<file path="src/rtl/buzzer_pkg.sv">
// buzzer_pkg: shared types and constants for the buzzer sequencer.
//   width_sel_e  - one-shot length select (short / long)
//   rate_sel_e   - envelope step period select (fast / slow)
//   ENV_LEVEL_MAX - loudest envelope level
//   DEF_*        - default tick counts, in 32768 Hz clk_en ticks
package buzzer_pkg;

    typedef enum logic {
        WIDTH_SHORT = 1'b0,
        WIDTH_LONG  = 1'b1
    } width_sel_e;

    typedef enum logic {
        RATE_FAST = 1'b0,
        RATE_SLOW = 1'b1
    } rate_sel_e;

    localparam logic [2:0] ENV_LEVEL_MAX = 3'd7;

    localparam int DEF_ONE_SHOT_SHORT = 1024;
    localparam int DEF_ONE_SHOT_LONG  = 2048;
    localparam int DEF_ENV_STEP_FAST  = 2048;
    localparam int DEF_ENV_STEP_SLOW  = 4096;

endpackage

</file>
<file path="src/rtl/buzzer_one_shot_timer.sv">
// buzzer_one_shot_timer: fixed-width one-shot busy timer, counted in clk_en ticks.
//   clk, reset     - system clock, synchronous active-high reset
//   i_clk_en       - 32768 Hz tick
//   i_trigger      - accepted trigger pulse (already qualified by the caller)
//   i_width        - length select, sampled only when a trigger is accepted
//   o_busy         - registered busy flag
//   o_busy_next    - next-state busy, for callers that register derived state
module buzzer_one_shot_timer
    import buzzer_pkg::*;
#(
    parameter int SHORT_TICKS = DEF_ONE_SHOT_SHORT,
    parameter int LONG_TICKS  = DEF_ONE_SHOT_LONG
) (
    input  logic       clk,
    input  logic       reset,
    input  logic       i_clk_en,
    input  logic       i_trigger,
    input  width_sel_e i_width,
    output logic       o_busy,
    output logic       o_busy_next
);

    // The 11-bit counter holds remaining ticks minus one, so a 2048-tick
    // one-shot still fits; busy drops on the tick that finds the count at 0.
    localparam logic [10:0] SHORT_LOAD = 11'(SHORT_TICKS - 1);
    localparam logic [10:0] LONG_LOAD  = 11'(LONG_TICKS - 1);

    logic [10:0] r_count;
    logic [10:0] w_count_next;
    logic        r_busy;
    logic        w_busy_next;

    always_comb begin
        w_count_next = r_count;
        w_busy_next  = r_busy;
        if (i_trigger) begin
            // A retrigger while busy restarts the full width.
            w_count_next = (i_width == WIDTH_LONG) ? LONG_LOAD : SHORT_LOAD;
            w_busy_next  = 1'b1;
        end else if (r_busy && i_clk_en) begin
            if (r_count == 11'd0)
                w_busy_next = 1'b0;
            else
                w_count_next = r_count - 11'd1;
        end
    end

    always_ff @(posedge clk) begin
        if (reset) begin
            r_count <= 11'd0;
            r_busy  <= 1'b0;
        end else begin
            r_count <= w_count_next;
            r_busy  <= w_busy_next;
        end
    end

    assign o_busy      = r_busy;
    assign o_busy_next = w_busy_next;

endmodule

</file>
<file path="src/rtl/buzzer_sequencer.sv">
// buzzer_sequencer: drives the tone generator enable and a duty gate from the
// CPU sound-control bits (continuous buzz, one-shot buzz, stepped decay envelope).
//   clk, reset            - system clock, synchronous active-high reset
//   i_clk_en              - 32768 Hz tick, one clk wide
//   i_continuous_enable   - buzzer-on level
//   i_one_shot_trigger    - one-clk pulse on CPU write of the one-shot bit
//   i_one_shot_width      - 0 short, 1 long
//   i_envelope_enable     - envelope on level
//   i_envelope_rate       - 0 fast, 1 slow step period
//   i_envelope_reset      - one-clk pulse, restarts the envelope
//   o_buzzer_enabled      - tone generator enable
//   o_one_shot_busy       - one-shot in progress
//   o_envelope_level      - 7 loudest .. 0 quietest
//   o_buzzer_gate         - duty gate, ANDed with the raw tone upstream
module buzzer_sequencer
    import buzzer_pkg::*;
#(
    parameter int ONE_SHOT_SHORT = DEF_ONE_SHOT_SHORT,
    parameter int ONE_SHOT_LONG  = DEF_ONE_SHOT_LONG,
    parameter int ENV_STEP_FAST  = DEF_ENV_STEP_FAST,
    parameter int ENV_STEP_SLOW  = DEF_ENV_STEP_SLOW
) (
    input  logic       clk,
    input  logic       reset,
    input  logic       i_clk_en,
    input  logic       i_continuous_enable,
    input  logic       i_one_shot_trigger,
    input  logic       i_one_shot_width,
    input  logic       i_envelope_enable,
    input  logic       i_envelope_rate,
    input  logic       i_envelope_reset,
    output logic       o_buzzer_enabled,
    output logic       o_one_shot_busy,
    output logic [2:0] o_envelope_level,
    output logic       o_buzzer_gate
);

    localparam logic [11:0] FAST_LAST = 12'(ENV_STEP_FAST - 1);
    localparam logic [11:0] SLOW_LAST = 12'(ENV_STEP_SLOW - 1);

    logic        w_accept;
    logic        w_busy;
    logic        w_busy_next;
    logic        w_en_next;
    logic        w_start;
    logic [11:0] w_step_last;
    logic [11:0] r_step;
    logic [11:0] w_step_next;
    logic [2:0]  r_level;
    logic [2:0]  w_level_next;
    logic [3:0]  r_phase;
    logic [3:0]  w_phase_next;
    logic        r_en;
    logic        r_gate;

    // Continuous buzz owns the tone, so one-shot writes are dropped meanwhile.
    assign w_accept = i_one_shot_trigger && !i_continuous_enable;

    buzzer_one_shot_timer #(
        .SHORT_TICKS (ONE_SHOT_SHORT),
        .LONG_TICKS  (ONE_SHOT_LONG)
    ) u_one_shot (
        .clk         (clk),
        .reset       (reset),
        .i_clk_en    (i_clk_en),
        .i_trigger   (w_accept),
        .i_width     (width_sel_e'(i_one_shot_width)),
        .o_busy      (w_busy),
        .o_busy_next (w_busy_next)
    );

    assign w_en_next   = i_continuous_enable || w_busy_next;
    assign w_start     = w_en_next && !r_en;
    // Rate is read live, so a change takes effect on the very next compare.
    assign w_step_last = (rate_sel_e'(i_envelope_rate) == RATE_SLOW) ? SLOW_LAST : FAST_LAST;
    assign w_phase_next = w_start ? 4'd0 : (i_clk_en ? r_phase + 4'd1 : r_phase);

    always_comb begin
        w_step_next  = r_step;
        w_level_next = r_level;
        if (w_start || i_envelope_reset || !i_envelope_enable) begin
            w_step_next  = 12'd0;
            w_level_next = ENV_LEVEL_MAX;
        end else if (r_en && i_clk_en) begin
            // >= rather than == so a counter already past a shortened
            // period steps on the next tick instead of wrapping round.
            if (r_step >= w_step_last) begin
                w_step_next  = 12'd0;
                w_level_next = (r_level == 3'd0) ? 3'd0 : r_level - 3'd1;
            end else begin
                w_step_next = r_step + 12'd1;
            end
        end
    end

    always_ff @(posedge clk) begin
        if (reset) begin
            r_en    <= 1'b0;
            r_step  <= 12'd0;
            r_level <= ENV_LEVEL_MAX;
            r_phase <= 4'd0;
            r_gate  <= 1'b0;
        end else begin
            r_en    <= w_en_next;
            r_step  <= w_step_next;
            r_level <= w_level_next;
            r_phase <= w_phase_next;
            // Built from next-state values so the gate lines up with the
            // registered enable, phase and level; phase <= level gives
            // (level+1)/16 duty.
            r_gate  <= w_en_next && (w_phase_next <= {1'b0, w_level_next});
        end
    end

    assign o_buzzer_enabled = r_en;
    assign o_one_shot_busy  = w_busy;
    assign o_envelope_level = r_level;
    assign o_buzzer_gate    = r_gate;

endmodule
</file>
<file path="config.mk">
export PLATFORM = sky130hd
export DESIGN_NAME = buzzer_sequencer
export DESIGN_NICKNAME = d
export VERILOG_FILES = /design/src/rtl/buzzer_pkg.sv /design/src/rtl/buzzer_one_shot_timer.sv /design/src/rtl/buzzer_sequencer.sv
export SDC_FILE = /design/constraint.sdc
export NUM_CORES = 1
export LEC_CHECK = 0
export ABC_AREA = 1
export ABC_CLOCK_PERIOD_IN_PS = 3100
export BUFFER_PORTS_ARGS = -buffer_cell sky130_fd_sc_hd__buf_2
export CAP_MARGIN = 5
export CORE_ASPECT_RATIO = 0.8
export CORE_MARGIN = 2
export CORE_UTILIZATION = 64
export CTS_CLUSTER_DIAMETER = 30
export DETAILED_ROUTE_END_ITERATION = 6
export PLACE_DENSITY_LB_ADDON = 0.1
export SYNTH_ARGS = -nofsm -noshare
export SYNTH_HDL_FRONTEND = slang
export SYNTH_SLANG_ARGS = --single-unit
</file>
<file path="constraint.sdc">
create_clock -name clk -period 3.1 [get_ports clk]
set_input_delay 0 -clock clk [delete_from_list [all_inputs] [get_ports clk]]
set_output_delay 0 -clock clk [all_outputs]
set_load 0.005 [all_outputs]
</file>
==> qor.json, run 1 <==
{
  "critPathSlowestCell": "dfxtp_1",
  "setup.worst_path.end_class": "register",
  "leakagePower_nw": 1.02,
  "fin_ws_ns": 0.667,
  "drt_wl_total_um": 3900,
  "vias": 1856,
  "global_route_wire_length_before_repair_um": 6690,
  "rsz0062_at_grt": "false",
  "setup_tns_ns": 0,
  "syn_avg_cell_area_um2": 6.73,
  "numPortBuffers": 14,
  "synthArstFlopShare_pct": 0,
  "pin_count": 15,
  "grt_max_degree": 18,
  "place_hpwl_um": 2830,
  "mappedNetlistNets": 322,
  "setup.reg_to_reg.worst_slack_ns": 0.67,
  "fp.dieArea_mm2": 0.00367,
  "vdd.ir_drop.worst_mv": 0.393,
  "initial_antenna_violation_count": 0,
  "synthCells": 304,
  "power_w": 0.00129,
  "max-clock-path-buffers": 2,
  "dp_slack_ns": 0.726,
  "worstSetupPathDepth": 14,
  "ys_seq_area_share_pct": 32.3,
  "syn_to_final_growth_pct": 8.13,
  "holdCritPathClass": "input pin to register",
  "yosysWarnings": 0,
  "cts_hold_repair.buffers": 0,
  "post_synth_design_cell_area_mm2": 0.00205,
  "n_antenna_cell": 0,
  "startpoint_type": "register",
  "layout.nets": 336,
  "cts-buffers-inserted": 5,
  "critPathMaxFanout": 13,
  "pwr_density_cell_mw_per_mm2": 585,
  "status": "completed",
  "wl_per_cell_um": 10.9,
  "path_delay_family": "simple AND/OR/NAND/NOR gates",
  "h-tree-depth": 2,
  "grt_pass1_vias": 1522,
  "place.gp.congestion": 0.838,
  "reg2regPathDepth": 14,
  "max_cap_violations": 0,
  "req_time_crit_path_ns": 3.31,
  "cts.reportedPaths.clkPinSlew_ns": 0.06,
  "slew_viol_final": 0,
  "min_period_ns": 2.43,
  "hold_depth": 5,
  "drtPass1Iterations": 5,
  "drt_iter0_markers": 112,
  "arrival_ns": 2.65,
  "netlist_top_cells_count": "nand2_1, nand3_1, inv_1",
  "floorplan.rows": 18,
  "grt_remaining_overflow": 0,
  "detail-route-antenna-nets": 0,
  "final_area_mm2": 0.00221,
  "setup_viol": 0,
  "coreArea_mm2": 0.00306,
  "cts_tree": "done",
  "drc": 0,
  "cpMostUsedCell": "nand2_2",
  "die_h_um": 54.6,
  "dpl_cell_area_mm2": 0.00213,
  "cp_slowest_stage_delay_ns": 0.37,
  "relSlewSlack_pct": 68.9,
  "synth_top_cells_by_area": "dfxtp_1, nand2_1, nand3_1",
  "crit_path_cell_trace": "ha_1 -> nand2_2 -> nor2_1 -> nand3_1 -> nand2_2 -> nand2_2 -> or2_1 -> a21oi_2 -> ha_1 -> a21oi_1 -> o21ai_0 -> nand2_1 -> nand2_1 -> nor2_1",
  "clock_sink_count": 33,
  "synth_top_area_share_pct": 32.3,
  "dominantRegCellSynth": "dfxtp_1",
  "fp.dieW_um": 67.2,
  "ys_ff_latch": 33,
  "final.period_utilization_pct": 78.5,
  "worst-path-buf-inv": 0,
  "synth_most_common_cell": "nand2_1",
  "initial_utilization_pct": 66.8,
  "fmax_ghz": 0.411,
  "final.setup_skew_ns": 0.00465,
  "cts_root_buf": "clkbuf_8",
  "post_cts_resized": 0,
  "synth_top_cell_by_area": "dfxtp_1",
  "worstSkewPairLatency_ns": 0.27,
  "post_cts.repair.setup_buffers": 0,
  "gr_util_all_layers_pct": 24.0,
  "number_of_flops_mapped_to_enable_cells_by_yosys": 0,
  "avgViaCountPerCell": 5.18,
  "path_class": "register to register",
  "synth_cell_type_count": 31,
  "tightest_slew_ns": 0.466,
  "drive_above_1_share_pct": 20.4,
  "hold_viol": 0
}
[cell type report]
class | count | area [um^2]
flip-flops and latches | 33 | 661
inverters | 44 | 169
well taps | 40 | 50.0
multi-input cells | 220 | 1180
clock buffers | 7 | 86.3
repair buffers | 14 | 70.1
fillers | 272 | 851
[worst register-to-register path, cell delays in order, from the launching register on]
cell and delay [ns]:
dfxtp_1 0.37, ha_1 0.20, nand2_2 0.09, nor2_1 0.18
nand3_1 0.12, nand2_2 0.11, nand2_2 0.18, or2_1 0.29
a21oi_2 0.14, ha_1 0.26, a21oi_1 0.14, o21ai_0 0.11
nand2_1 0.07, nand2_1 0.05, nor2_1 0.08
[registers in the layout, indices dropped and copies added, names as in the netlist]
name and cells:
u_one_shot.o_busy 1, o_buzzer_gate 1, o_buzzer_enabled 1, o_envelope_level 3, r_step 12, u_one_shot.r_count 11
r_phase 4
[cell families (layout without fill, tap and decap cells)]
| logic type | count (synthesis) | after routing | share of synthesized area [%] |
|---|---|---|---|
| simple gates | 181 | 181 | 43.2 |
| compound gates | 28 | 28 | 7.95 |
| buf+inv | 51 | 65 | 10.2 |
| flops | 33 | 33 | 32.3 |
| xor+xnor | 2 | 2 | 0.856 |
| fa+ha+maj | 9 | 9 | 5.50 |
[cell usage in the layout (no fill, tap or decap), drive strengths merged]
cell type   n
a21o        1
a21oi      16
a31o        1
buf        14
clkbuf      7
clkinv      1
dfxtp      33
ha          9
inv        43
nand2      88
nand3      40
nand4       4
nor2       41
nor3        3
o21ai       7
o21bai      2
o221ai      1
or2         5
xor2        2
[final timing paths]
| check | to | from |
|---|---|---|
| worst max register to register | o_buzzer_gate | r_step[0] |
| worst min-delay path | u_one_shot.r_count[10] | i_one_shot_width |
| worst min register to register | u_one_shot.r_count[0] | u_one_shot.r_count[0] |
| worst max-delay path | o_buzzer_gate | r_step[0] |
[metal layers]
layer / vias up / track usage [%] / routed length (um)
met1: 831 / 34.0 / 2110
met4: 0 / 4.42 / 26
met5: - / 0 / 0
li1: 990 / - / -
met3: 4 / 5.97 / 158
met2: 31 / 37.5 / 1600
[stage by stage]
step | util (%) | cells | hold WS [ns]
after floorplan | - | 304 | 0.205
after global placement | 69.4 | 351 | 0.311
after detailed placement | 69.4 | 351 | 0.316
after CTS | 72.2 | 358 | 0.0363
after global routing | 72.2 | 358 | 0.0708
final | 72.2 | 358 | 0.0320
[power breakdown]
| part | leakage, nW | switching (W) | internal, W |
|---|---|---|---|
| Clock | 0.0443 | 0.000144 | 0.000176 |
| Sequential | 0.269 | 0.0000446 | 0.000470 |
| Combinational | 0.706 | 0.000295 | 0.000165 |
Note: power is estimated with default switching activity, not from simulation.
==> run 2: changes to the inputs <==
Settings changed: ABC_CLOCK_PERIOD_IN_PS 3100 to 2300, CORE_UTILIZATION 64 to 60.
Clock period 3.1 ns to 2.3 ns, I/O delays scaled along.
==> qor.json, run 2 (synthesized netlist as in run 1, its figures left out) <==
{
  "max_cap_violations": {"value": 0, "change": "unchanged"},
  "worstSkewPairLatency": {"value": 0.28, "unit": "ns", "change": "about the same"},
  "holdCritPathClass": "input pin to register",
  "layout.cells.most_common_list": "nand2_1, nand3_1, inv_1, dfxtp_1, nor2_1",
  "fp.dieArea": {"value": 0.00390, "unit": "mm^2", "change": "+6.2%"},
  "power.switching": {"value": 0.000662, "unit": "W", "change": "+37%"},
  "worstReg2RegEnd": "o_buzzer_gate",
  "place.gp.congestion": {"value": 0.836, "change": "-0.27%"},
  "detail-route-antenna-nets": {"value": 0, "change": "unchanged"},
  "worstHoldEndpoint": "u_one_shot.r_count[10]",
  "h-tree-depth": {"value": 2, "change": "unchanged"},
  "layout.nets": {"value": 341, "change": "+1.5%"},
  "drive_above_1_share": {"value": 23.6, "unit": "%", "change": "+3.2 points"},
  "relSlewSlack": {"value": 77.3, "unit": "%", "change": "+8.4 points"},
  "drt_wl_total": {"value": 4200, "unit": "um", "change": "+7.9%"},
  "cts_hold_repair.buffers": {"value": 0, "change": "unchanged"},
  "min_period": {"value": 2.12, "unit": "ns", "change": "-0.310 ns"},
  "final.setup_skew": {"value": 0.00421, "unit": "ns", "change": "-0.000437 ns"},
  "r2r_start": "r_step[11]",
  "largest_register_ff_count": {"value": 12, "change": "unchanged"},
  "max-clock-path-buffers": {"value": 2, "change": "unchanged"},
  "initial_utilization": {"value": 64.4, "unit": "%", "change": "-2.4 points"},
  "leakagePower": {"value": 1.05, "unit": "nW", "change": "+3.1%"},
  "switching_fraction_of_total_power": {"value": 38.2, "unit": "%", "change": "+0.79 points"},
  "timing.hold.worst.start": "i_one_shot_width",
  "clock_sink_count": {"value": 33, "change": "unchanged"},
  "setup_viol": {"value": 0, "change": "unchanged"},
  "path_class": "register to register",
  "comb_power_share": {"value": 37.1, "unit": "%", "change": "+1.6 points"},
  "grt_remaining_overflow": {"value": 0, "change": "unchanged"},
  "reg.largest.list": "r_step (12), u_one_shot.r_count (11), r_phase (4)",
  "layout_commonest_cell": "nand2_1",
  "cp_slowest_stage_delay": {"value": 0.33, "unit": "ns", "change": "-0.04 ns"},
  "pwr_density_cell": {"value": 765, "unit": "mW/mm^2", "change": "+31%"},
  "die_h": {"value": 56.2, "unit": "um", "change": "+3.0%"},
  "n_antenna_cell": {"value": 0, "change": "unchanged"},
  "p_clk_share": {"value": 22.9, "unit": "%", "change": "-1.8 points"},
  "critPathSlowestCell": "dfxtp_1",
  "reg2regPathDepth": {"value": 14, "change": "unchanged"},
  "drc": {"value": 0, "change": "unchanged"},
  "power": {"value": 0.00173, "unit": "W", "change": "+34%"},
  "wl_per_cell": {"value": 11.6, "unit": "um", "change": "+6.7%"},
  "fmax": {"value": 0.471, "unit": "GHz", "change": "+15%"},
  "crit_path_cell_trace": "ha_1 -> nand2_1 -> nor2_1 -> nand3_1 -> nand2_2 -> nand2_4 -> or2_1 -> a21oi_2 -> ha_1 -> a21oi_1 -> o21ai_0 -> nand2_1 -> nand2_1 -> nor2_1",
  "cts-buffers-inserted": {"value": 5, "change": "unchanged"},
  "cts_tree": "done",
  "vias": {"value": 1886, "change": "+1.6%"},
  "req_time_crit_path": {"value": 2.52, "unit": "ns", "change": "-0.79 ns"},
  "global_route_wire_length_before_repair": {"value": 7070, "unit": "um", "change": "+5.8%"},
  "setup_tns": {"value": 0, "unit": "ns", "change": "unchanged"},
  "floorplan.rows": {"value": 18, "change": "unchanged"},
  "tightest_slew": {"value": 0.341, "unit": "ns", "change": "-0.125 ns"},
  "numPortBuffers": {"value": 14, "change": "unchanged"},
  "rsz0062_at_grt": "false",
  "power.internal": {"value": 0.00107, "unit": "W", "change": "+32%"},
  "grt_pass1_vias": {"value": 1617, "change": "+6.2%"},
  "coreArea": {"value": 0.00318, "unit": "mm^2", "change": "+3.7%"},
  "initial_antenna_violation_count": {"value": 0, "change": "unchanged"},
  "final.period_utilization": {"value": 92.3, "unit": "%", "change": "+14 points"},
  "fp.dieW": {"value": 69.3, "unit": "um", "change": "+3.1%"},
  "setup.reg_to_reg.worst_slack": {"value": 0.18, "unit": "ns", "change": "-0.49 ns"},
  "pin_count": {"value": 15, "change": "unchanged"},
  "largest_register": "r_step",
  "startpoint_type": "register",
  "drtPass1Iterations": {"value": 4, "change": "-1"},
  "drt_iter0_markers": {"value": 109, "change": "-2.7%"},
  "setup.worst_path.end_class": "register",
  "critPathMaxFanout": {"value": 5, "change": "-8"},
  "cts.reportedPaths.clkPinSlew": {"value": 0.06, "unit": "ns", "change": "about the same"},
  "arrival": {"value": 2.35, "unit": "ns", "change": "-0.30 ns"},
  "hold_viol": {"value": 0, "change": "unchanged"},
  "syn_to_final_growth_pct": 10.8,
  "relative_contribution_of_sequential_cells_to_total_power": {"value": 40.0, "unit": "%", "change": "+0.2 points"},
  "hold_depth": {"value": 5, "change": "unchanged"},
  "cts_root_buf": "clkbuf_8",
  "gr_util_all_layers": {"value": 22.3, "unit": "%", "change": "-1.7 points"},
  "fillCellCount": {"value": 268, "change": "-1.5%"},
  "cpMostUsedCell": "nand2_1",
  "vdd.ir_drop.worst": {"value": 0.532, "unit": "mV", "change": "+35%"},
  "avgViaCountPerCell": {"value": 5.21, "change": "+0.49%"},
  "status": "completed",
  "place_hpwl": {"value": 3120, "unit": "um", "change": "+10%"},
  "grt_max_degree": {"value": 18, "change": "unchanged"},
  "slew_viol_final": {"value": 0, "change": "unchanged"}
}
run 2: cell types whose count changed in the layout (fill, tap and decap cells not counted), sizes merged:
cell | before | now
clkbuf | 7 | 5
clkinv | 1 | 2
buf | 14 | 19
run 2: worst max path at each step:
stage / start / to / slack, ns / cells past startpoint
final: r_step[11] / o_buzzer_gate / 0.18 / 14
after global routing: r_step[0] / o_buzzer_gate / 0.003 / 14
after CTS: u_one_shot.r_count[0] / o_buzzer_gate / 0.08 / 16
after detailed placement: u_one_shot.r_count[0] / o_buzzer_gate / 0.09 / 16
after global placement: u_one_shot.r_count[0] / o_buzzer_gate / 0.17 / 16
after floorplan: r_step[0] / o_buzzer_gate / 0.27 / 14
run 2: routing by layer:
metal	track usage (%)	up-vias	share of wire, %	wire (um)
li1	-	993	-	-
met5	0	-	0	0
met2	33.0	58	44	1830
met4	5.04	0	0.83	35
met1	32.7	830	49	2080
met3	5.43	5	6.1	257
run 2: timing repair:
| action | in CTS | in global routing |
|---|---|---|
| setup endpoints to repair | 0 | 1 |
| setup buffers | 0 | 1 |
| gates resized for setup | 0 | 9 |
run 2: metrics by stage:
stage	instance area, um^2	hold slack [ns]	cells	setup slack [ns]	utilization, %
5_1_grt	2270	0.0629	362	0.00349	71.4
6_report	2270	0.0173	362	0.177	71.4
2_1_floorplan	2050	0.205	304	0.272	-
4_1_cts	2230	0.0221	361	0.0836	70.2
3_3_place_gp	2160	0.299	355	0.166	67.9
3_5_place_dp	2160	0.315	355	0.0928	67.9
run 2: layout make-up:
cell class                      count  area, um^2  area share, %
Multi-Input combinational cell    220        1200           53.1
Sequential cell                    33         663           29.2
Inverter                           44         169           7.45
Timing Repair Buffer               19         108           4.75
Clock buffer                        5        68.8           3.04
Tap cell                           40        50.0           2.21
Clock inverter                      1        5.00          0.221
run 2: worst max-delay path: cells and delay by family (launching register included):
family | cells | cell delay, ns
compound gates | 3 | 0.35
fa+ha+maj | 2 | 0.53
flops | 1 | 0.33
simple gates | 9 | 0.88
run 2: power groups by stage:
stage | registers (W) | logic [W] | clock network, W
after floorplan | 0.000693 | 0.000516 | 0
after global placement | 0.000703 | 0.000612 | 0
after detailed placement | 0.000704 | 0.000624 | 0
after CTS | 0.000692 | 0.000626 | 0.000401
after global routing | 0.000703 | 0.000739 | 0.000427
final | 0.000694 | 0.000642 | 0.000397
